===== src/rtl/intr_ctrl_pkg.sv =====
// rtl/intr_ctrl_pkg.sv - shared constants, FSM states and ID encoding for intr_ctrl
package intr_ctrl_pkg;

    localparam int NUM_SRC = 8;

    localparam logic [1:0] ADDR_MASK    = 2'd0;
    localparam logic [1:0] ADDR_EDGE    = 2'd1;
    localparam logic [1:0] ADDR_PENDING = 2'd2;
    localparam logic [1:0] ADDR_ID      = 2'd3;

    typedef enum logic [1:0] {
        ST_IDLE   = 2'd0,
        ST_ASSERT = 2'd1,
        ST_GAP    = 2'd2
    } state_t;

    // {valid, 4'b0, index of lowest set request}
    function automatic logic [7:0] id_word(input logic [NUM_SRC-1:0] req);
        logic [2:0] idx;
        idx = 3'd0;
        for (int i = NUM_SRC - 1; i >= 0; i--) begin
            if (req[i]) begin
                idx = 3'(i);
            end
        end
        return {|req, 4'b0000, idx};
    endfunction

endpackage


===== src/rtl/intr_sync.sv =====
// rtl/intr_sync.sv - single-bit multi-flop synchroniser for an asynchronous level input
module intr_sync #(
    parameter int SYNC_STAGES = 2
) (
    input  logic clk_i,
    input  logic rst_ni,
    input  logic d_i,
    output logic q_o
);

    logic [SYNC_STAGES-1:0] sync_q;

    always_ff @(posedge clk_i or negedge rst_ni) begin
        if (!rst_ni) begin
            sync_q <= '0;
        end else begin
            sync_q <= {sync_q[SYNC_STAGES-2:0], d_i};
        end
    end

    assign q_o = sync_q[SYNC_STAGES-1];

endmodule


===== src/rtl/intr_ctrl.sv =====
// rtl/intr_ctrl.sv - 8-source interrupt controller with level/edge pending, masking and IRQ gap FSM
module intr_ctrl
    import intr_ctrl_pkg::*;
#(
    parameter int SYNC_STAGES = 2,
    parameter int GAP_CYCLES  = 2
) (
    input  logic               PCLK,
    input  logic               PRESETn,
    input  logic [NUM_SRC-1:0] irq_src,
    input  logic               cfg_we,
    input  logic [1:0]         cfg_addr,
    input  logic [7:0]         cfg_wdata,
    output logic [7:0]         cfg_rdata,
    output logic               IRQ,
    output logic [NUM_SRC-1:0] IREQ
);

    localparam logic [3:0] GAP_LAST = 4'(GAP_CYCLES - 1);
    localparam int         ARM_W    = SYNC_STAGES + 2;

    logic [NUM_SRC-1:0] src_sync;
    logic [NUM_SRC-1:0] src_q, src_prev_q;
    logic [ARM_W-1:0]   arm_q;
    logic [NUM_SRC-1:0] mask_q, mask_d;
    logic [NUM_SRC-1:0] edge_q, edge_d;
    logic [NUM_SRC-1:0] pend_q, pend_d;
    logic [NUM_SRC-1:0] rise, w1c, masked;
    logic               mask_we, edge_we, pend_we;
    state_t             state_q, state_d;
    logic [3:0]         gap_q, gap_d;
    logic               irq_q, irq_d;
    logic [NUM_SRC-1:0] ireq_q, ireq_d;

    for (genvar i = 0; i < NUM_SRC; i++) begin : g_sync
        intr_sync #(.SYNC_STAGES(SYNC_STAGES)) u_sync (
            .clk_i  (PCLK),
            .rst_ni (PRESETn),
            .d_i    (irq_src[i]),
            .q_o    (src_sync[i])
        );
    end

    assign mask_we = cfg_we && (cfg_addr == ADDR_MASK);
    assign edge_we = cfg_we && (cfg_addr == ADDR_EDGE);
    assign pend_we = cfg_we && (cfg_addr == ADDR_PENDING);
    assign masked  = pend_q & mask_q;

    // Edges are ignored until the sync pipeline has filled after reset, so a
    // source already high at release does not look like a 0->1 transition.
    always_comb begin
        mask_d = mask_we ? cfg_wdata : mask_q;
        edge_d = edge_we ? cfg_wdata : edge_q;
        rise   = arm_q[ARM_W-1] ? (src_q & ~src_prev_q) : '0;
        w1c    = pend_we ? cfg_wdata : '0;
        pend_d = (edge_q & (rise | (pend_q & ~w1c))) | (~edge_q & src_q);
        if (edge_we) begin
            pend_d = pend_d & ~(edge_q ^ cfg_wdata);
        end
    end

    always_ff @(posedge PCLK or negedge PRESETn) begin
        if (!PRESETn) begin
            src_q      <= '0;
            src_prev_q <= '0;
            arm_q      <= '0;
            mask_q     <= '0;
            edge_q     <= '0;
            pend_q     <= '0;
        end else begin
            src_q      <= src_sync;
            src_prev_q <= src_q;
            arm_q      <= {arm_q[ARM_W-2:0], 1'b1};
            mask_q     <= mask_d;
            edge_q     <= edge_d;
            pend_q     <= pend_d;
        end
    end

    always_ff @(posedge PCLK or negedge PRESETn) begin
        if (!PRESETn) begin
            state_q <= ST_IDLE;
            gap_q   <= '0;
        end else begin
            state_q <= state_d;
            gap_q   <= gap_d;
        end
    end

    always_comb begin
        state_d = state_q;
        gap_d   = gap_q;
        case (state_q)
            ST_IDLE: begin
                if (|masked) begin
                    state_d = ST_ASSERT;
                end
            end
            ST_ASSERT: begin
                if (!(|masked)) begin
                    state_d = ST_GAP;
                    gap_d   = '0;
                end
            end
            ST_GAP: begin
                if (gap_q == GAP_LAST) begin
                    state_d = ST_IDLE;
                end else begin
                    gap_d = gap_q + 4'd1;
                end
            end
            default: state_d = ST_IDLE;
        endcase
    end

    always_comb begin
        irq_d  = (state_d == ST_ASSERT);
        ireq_d = masked;
    end

    always_ff @(posedge PCLK or negedge PRESETn) begin
        if (!PRESETn) begin
            irq_q  <= 1'b0;
            ireq_q <= '0;
        end else begin
            irq_q  <= irq_d;
            ireq_q <= ireq_d;
        end
    end

    assign IRQ  = irq_q;
    assign IREQ = ireq_q;

    always_comb begin
        case (cfg_addr)
            ADDR_MASK:    cfg_rdata = mask_q;
            ADDR_EDGE:    cfg_rdata = edge_q;
            ADDR_PENDING: cfg_rdata = pend_q;
            default:      cfg_rdata = id_word(masked);
        endcase
    end

endmodule


===== config.mk =====
export PLATFORM = sky130hd
export DESIGN_NAME = intr_ctrl
export DESIGN_NICKNAME = d
export VERILOG_FILES = /design/src/rtl/intr_ctrl_pkg.sv /design/src/rtl/intr_sync.sv /design/src/rtl/intr_ctrl.sv
export SDC_FILE = /design/constraint.sdc
export NUM_CORES = 1
export LEC_CHECK = 0
export BUFFER_PORTS_ARGS = -buffer_cell sky130_fd_sc_hd__buf_2
export CELL_PAD_IN_SITES_DETAIL_PLACEMENT = 1
export CELL_PAD_IN_SITES_GLOBAL_PLACEMENT = 2
export CORE_AREA = 2 2 91 93
export DETAILED_ROUTE_END_ITERATION = 10
export DIE_AREA = 0 0 93 95
export GPL_TIMING_DRIVEN = 0
export PLACE_DENSITY = 0.85
export SYNTH_ARGS = -nofsm -noshare
export SYNTH_HDL_FRONTEND = slang
export SYNTH_SLANG_ARGS = --single-unit

===== constraint.sdc =====
create_clock -name PCLK -period 1.96 [get_ports PCLK]
set_input_delay 0.294 -clock PCLK [delete_from_list [all_inputs] [get_ports PCLK]]
set_output_delay 0.294 -clock PCLK [all_outputs]
set_load 0.05 [all_outputs]

# Yosys cells after proc, flatten, opt, wreduce, memory -nomap -nowiden
# Index checks and enable logic that the tools add are counted.
# W data, S select, Z words.
[word_totals]
reg_bits = 75
inputBits = 21
output_inout_bits = 17
elab_cells = 67
[op_classes]
add_sub_neg = 1
eq_ne = 8
n_mux = 19
bitwise_logic = 13
reduce_logical = 8
[ops]
columns = ["operator", "count"]
rows = [
  ["$and A8 B8 Y8", 6],
  ["$not A8 Y8", 4],
  ["$mux W3", 8],
  ["$mux W8", 3],
  ["$pmux W8 S3", 1],
  ["$or A8 B8 Y8", 2],
  ["$mux W4", 2],
  ["$pmux W4 S2", 1],
  ["$reduce_or A8 Y1", 1],
  ["$xor A8 B8 Y8", 1],
  ["$eq A2 B1 Y1 const B", 3],
  ["$mux W2", 3],
  ["$pmux W2 S3", 1],
  ["$add A4 B1 Y4 const B", 1],
  ["$eq A2 B2 Y1 const B", 2],
  ["$eq A4 B1 Y1 const B", 1],
  ["$logic_not A2 Y1", 2],
  ["$ne A2 B2 Y1 const B", 2],
  ["$logic_and A1 B1 Y1", 3],
  ["$reduce_and A3 Y1", 1],
  ["$reduce_bool A2 Y1", 1],
]

# Depth between registers and ports, before layout
[depth]
word_depth = 10
mapped_depth = 6
ltp_nobuf = 6

# Cells and area by module
# A second synthesis with hierarchy kept.
[hier_totals]
cells_unflattened = 246
area_unflattened_um2 = 2929.1
[by_module_without_submodules]
columns = ["module", "instances", "cells_per_inst", "area_each_um2", "seq_area_each_um2"]
rows = [
  ["intr_ctrl", 1, 230, 2528.7, 1476.4],
  ["intr_sync", 8, 2, 50.0, 50.0],
]

# Worst setup path before layout
# No wires, ideal clock.
[synth_timing]
path_kind = "input-to-output"
startpoint = "input port cfg_addr[0]"
endpoint = "output port cfg_rdata[3]"
t_arrival_ps = 1858
required_time_ps = 1666
path_slack_ps = -192
stages = 4
path_buffers = 2
cell_sequence = "buf_2 > buf_2 > mux2i_1 > o21ai_0"
[synth_via]
elab_chain_len = 2
word_cells_on_any_way = 4
cone_classes = "2 x eq/ne; 1 x mux; 1 x reduce/logical"
[synth_lines]
columns = ["item", "line_no", "rtl"]
rows = [
  ["start: declaration", "intr_ctrl.sv:12", "input logic [1:0] cfg_addr,"],
  ["$eq A2 B2 Y1, or another cell as far along", "intr_ctrl.sv:135", "case (cfg_addr)"],
  ["$pmux W8 S3 (*)", "intr_ctrl.sv:135", ""],
  ["end: declaration", "intr_ctrl.sv:14", "output logic [7:0] cfg_rdata,"],
]
# Every way passes the cells marked *; elsewhere a longest branch is shown, timed or not.

# Final worst setup path
[layout_timing]
startpoint = "register pend_q[1]"
endpoint = "output port cfg_rdata[0]"
[layout_via]
elab_chain_len = 4
[layout_lines]
columns = ["item", "line_no", "rtl"]
rows = [
  ["start: declaration", "intr_ctrl.sv:27", "logic [NUM_SRC-1:0] pend_q, pend_d;"],
  ["start signal: assignment", "intr_ctrl.sv:76", "pend_q <= pend_d;"],
  ["$and A8 B8 Y8", "intr_ctrl.sv:47", "assign masked = pend_q & mask_q;"],
  ["$mux W3 (2 in a row)", "intr_ctrl_pkg.sv:22", "if (req[i]) begin"],
  ["$pmux W8 S3", "intr_ctrl.sv:135", ""],
]
# No other way between the ends.

==> out/qor.log <==
[clocking] # clock sinks 75
[yosys] proportion of synthesized area in mux cells 6.05%
[global_route] wire length of the first global-routing pass 10300 um
[yosys] combinational family with the most area after synthesis simple AND/OR/NAND/NOR gates
[yosys] post-synthesis register bit count 75
[yosys] syn_area_per_cell 12.2 um2
[critical_path] startpoint class of the critical path flip-flop
[final_layout] post-route core utilization 45.3%
[clocking] root buffer selected by CTS sky130_fd_sc_hd__clkbuf_8
[yosys] library cells used by synthesis 44
[final_layout] antenna diode count 0
[global_route] via count of the first global-routing pass 2095
[final_layout] most frequent standard cell in the layout excluding fill and tap cells sky130_fd_sc_hd__dfrtp_1
[yosys] XOR/XNOR share of the synthesized area 0.300%
[place] post-detail-place hpwl 4460 um
[clocking] total clock buffers created by CTS 9
[route] first drt pass iteration count 4
[floorplanning] Die Outline Area 8840 um2
[route] DRC 0
[critical_path] data arrival time of the worst path 1.74 ns
[yosys] share of synthesized flip-flops with an asynchronous set or reset 100%
[floorplanning] Core Rows 33
[yosys] adder and majority cell fraction of the synthesized area 0.858%
[power_and_ir_drop] maximum vdd drop 317 uV
[global_route] total routing resource utilization after global routing 15.5%
[timing] setup repair after global routing missed its margin yes
[clocking] latest clock arrival within the worst-skew pair 0.35 ns
[route] Vias 2045
[yosys] top cell type's share of synthesized area 64.4%
[timing] minimum setup slack in the final design -0.0774 ns
[timing] Max Slew Vio Count 0
[final_layout] Register Area 1880 um2
[run] max-cap violation count 0
[timing] period utilisation layout 104%
[power_and_ir_drop] Leak 1.67 nW
[clocking] H-Tree Depth 3
[route] violation count after the first detailed-routing iteration 50
[critical_path] critical path fanouts, max 4
[yosys] top cell type by total area after synthesis sky130_fd_sc_hd__dfrtp_1
[global_route] sum of overflow across all layers after global routing 0
[final_layout] Layout Nets 322
[final_layout] commonest non-fill, non-tap cells in the layout 73 x sky130_fd_sc_hd__dfrtp_1, 45 x sky130_fd_sc_hd__nand2_1, 36 x sky130_fd_sc_hd__buf_2
[yosys] net count after synthesis 263
[floorplanning] x dimension of the die 93 um
[clocking] CTS tree yes
[yosys] leading post-synthesis cells by cell area sky130_fd_sc_hd__dfrtp_1 64%, sky130_fd_sc_hd__nand2_1 5.8%, sky130_fd_sc_hd__mux2i_1 2.1%
[worst_hold_path] Worst Hold Class primary input to flip-flop
[timing] transition time at the pin with the least slew margin 0.510 ns
[critical_path] worst setup path category flip-flop to output port
[status] result of the run finished with violations
[clocking] worst-case clock buffer depth 2
[clocking] Clock Pin Slew Worst Setup and Hold Paths 0.08 ns
[place] Final Wtd Congestion 0.742
[floorplanning] area inside the core boundary 7930 um2
[final_layout] fill cell count 869
[place] I/O Buffers 36
[yosys] total of warnings raised by yosys 0
[yosys] post-synthesis compound-gate area fraction 9.78%
[power_and_ir_drop] Pwr per Cell Area 1150 nW/um2
[global_route] pin count of the biggest net entering global routing 62
[critical_path] slowest stage cell on the critical path sky130_fd_sc_hd__dfrtp_2
[yosys] most instantiated flip-flop cell in the synthesis netlist sky130_fd_sc_hd__dfrtp_1
[yosys] synthesized netlist cell count 240
[yosys] count of flip-flops with a built-in enable after synthesis 0
[timing] Rel. slew slack 65.7%
[global_route] antenna violations before repair 0
[critical_path] Slowest Stage Delay on Critical Path 0.47 ns
[floorplanning] initial cell density of the core 36.8%
[final_layout] share of final-layout standard cells stronger than drive strength 1 29.3%
[final_layout] synthesis-to-finish area growth 23.2%
[timing] min cycle time layout 2.04 ns
[route] detail-routed via count per cell 5.00
[power_and_ir_drop] Pwr Total 4.12 mW
[route] overall routed net length 6520 um
[route] antenna-violating nets left 0
[critical_path] critical path endpoint category output port
[yosys] sequential-to-total area share from yosys stat 64.4%
[yosys] Cell Area, Synth 2920 um2
[timing] final number of setup-violating endpoints 1
[timing] Fin Clk Skew 0.00968 ns
[critical_path] ordered cell list for the critical path nand2_8, nor2_2, mux4_2, a21o_1, buf_6
[yosys] synthesized-area fraction occupied by and/or/nand/nor cells 17.0%
[floorplanning] Chip Height 95 um
[timing] final hold vios 0
[status] violated checks negative setup slack
[critical_path] data required time at the worst endpoint 1.67 ns
[route] average wire length per cell after detail routing 16.0 um
[final_layout] total area of multi-input combinational cells 1000 um2
[floorplanning] I/O Pins 38
[timing] Fmax achieved 491 MHz
==> metrics by stage <==
| step | area [um2] | instances | TNS, ns | setup WS, ns | hold WS [ns] |
|---|---|---|---|---|---|
| 2_1_floorplan | 2920 | 240 | 0 | 0.103 | -0.00159 |
| 6_report | 3590 | 409 | -0.0774 | -0.0774 | 0.0439 |
| 4_1_cts | 3550 | 406 | -0.0871 | -0.0871 | 0.0304 |
| 3_3_place_gp | 3230 | 381 | 0 | 0.0456 | 0.332 |
| 5_1_grt | 3590 | 409 | -0.268 | -0.127 | 0.0324 |
| 3_5_place_dp | 3260 | 382 | 0 | 0.0449 | 0.170 |
==> what timing repair did <==
action                                  CTS  global route
endpoints found under the setup margin    4             4
hold buffers                              1             0
hold endpoints to repair                 14             0
pin swaps                                 2             2
buffers inserted                          7             3
resized for setup                        10             6
==> layout make-up <==
cell class | instances | area share, %
Timing Repair Buffer | 48 | 8.71
Buffer | 6 | 0.906
Multi-Input combinational cell | 155 | 27.9
Clock inverter | 6 | 2.51
Tap cell | 105 | 3.66
Sequential cell | 75 | 52.3
Clock buffer | 10 | 3.55
Inverter | 4 | 0.418
==> final timing paths <==
path | endpoint | cells past startpoint | from | slack (ns)
min in group asynchronous | gap_q[0]$_DFFE_PN0P_ | 2 | PRESETn | 0.34
max in group asynchronous | mask_q[1]$_DFFE_PN0P_ | 3 | PRESETn | 1.03
hold reg to reg | g_sync[6].u_sync.sync_q[1]$_DFF_PN0_ | 0 | g_sync[6].u_sync.sync_q[0]$_DFF_PN0_ | 0.35
setup / recovery | cfg_rdata[0] | 5 | pend_q[1]$_DFF_PN0_ | -0.08
hold / removal | g_sync[5].u_sync.sync_q[0]$_DFF_PN0_ | 1 | irq_src[5] | 0.04
setup reg to reg | gap_q[3]$_DFFE_PN0P_ | 6 | mask_q[1]$_DFFE_PN0P_ | 0.41
==> power breakdown <==
| group | internal (mW) | leakage (nW) | total (mW) | switching (mW) |
|---|---|---|---|---|
| registers | 1.74 | 0.902 | 1.91 | 0.168 |
| clock network | 0.719 | 0.106 | 1.30 | 0.582 |
| logic | 0.350 | 0.662 | 0.905 | 0.555 |
| total | 2.81 | 1.67 | 4.12 | 1.30 |
==> cell usage after synthesis, drive strengths merged, types with 2 or more instances <==
cell / count
dfrtp: 75
nor3: 3
a21oi: 3
nor3b: 5
ha: 2
o31a: 6
mux2: 8
and2b: 2
inv: 4
o21ai: 15
nand3: 7
o211ai: 2
a32oi: 2
and3b: 3
and2: 6
nor2: 12
a22oi: 4
or2: 2
buf: 6
nand2: 46
o22ai: 6
nand4: 2
nand2b: 2
mux2i: 6
==> flip-flops by register name (all words and copies together), names as in the netlist <==
name and cells:
edge_q 8, src_q 8, arm_q 4, pend_q 8, IREQ 8, gap_q 4
state_q 2, mask_q 8, IRQ 1, g_sync.u_sync.sync_q 16, src_prev_q 8
==> worst max-delay path: cells and delay by family, from the launching register on <==
family,cells,cell delay (ns)
multiplexers,1,0.45
AND/OR/NAND/NOR,2,0.11
flip-flops,1,0.47
AO/OA/AOI/OAI,1,0.20
buffers and inverters,1,0.16
==> metal layers <==
metal	vias to the layer above	routed length [um]	GRT usage, %
met5	-	0	0
met4	0	101	7.97
met3	10	266	3.35
met2	39	3180	25.1
met1	1048	2970	19.6
li1	948	-	-
==> logic make-up (layout without fill, tap and decap cells) <==
group           after synthesis  count (layout)
compound gates               42              42
xor+xnor                      1               1
fa+ha+maj                     2               2
buf+inv                      10              74
flops                        75              75
mux                          15              15
other cells                   1               1
simple gates                 94              94
No activity file was read; power rests on OpenSTA's default activity.
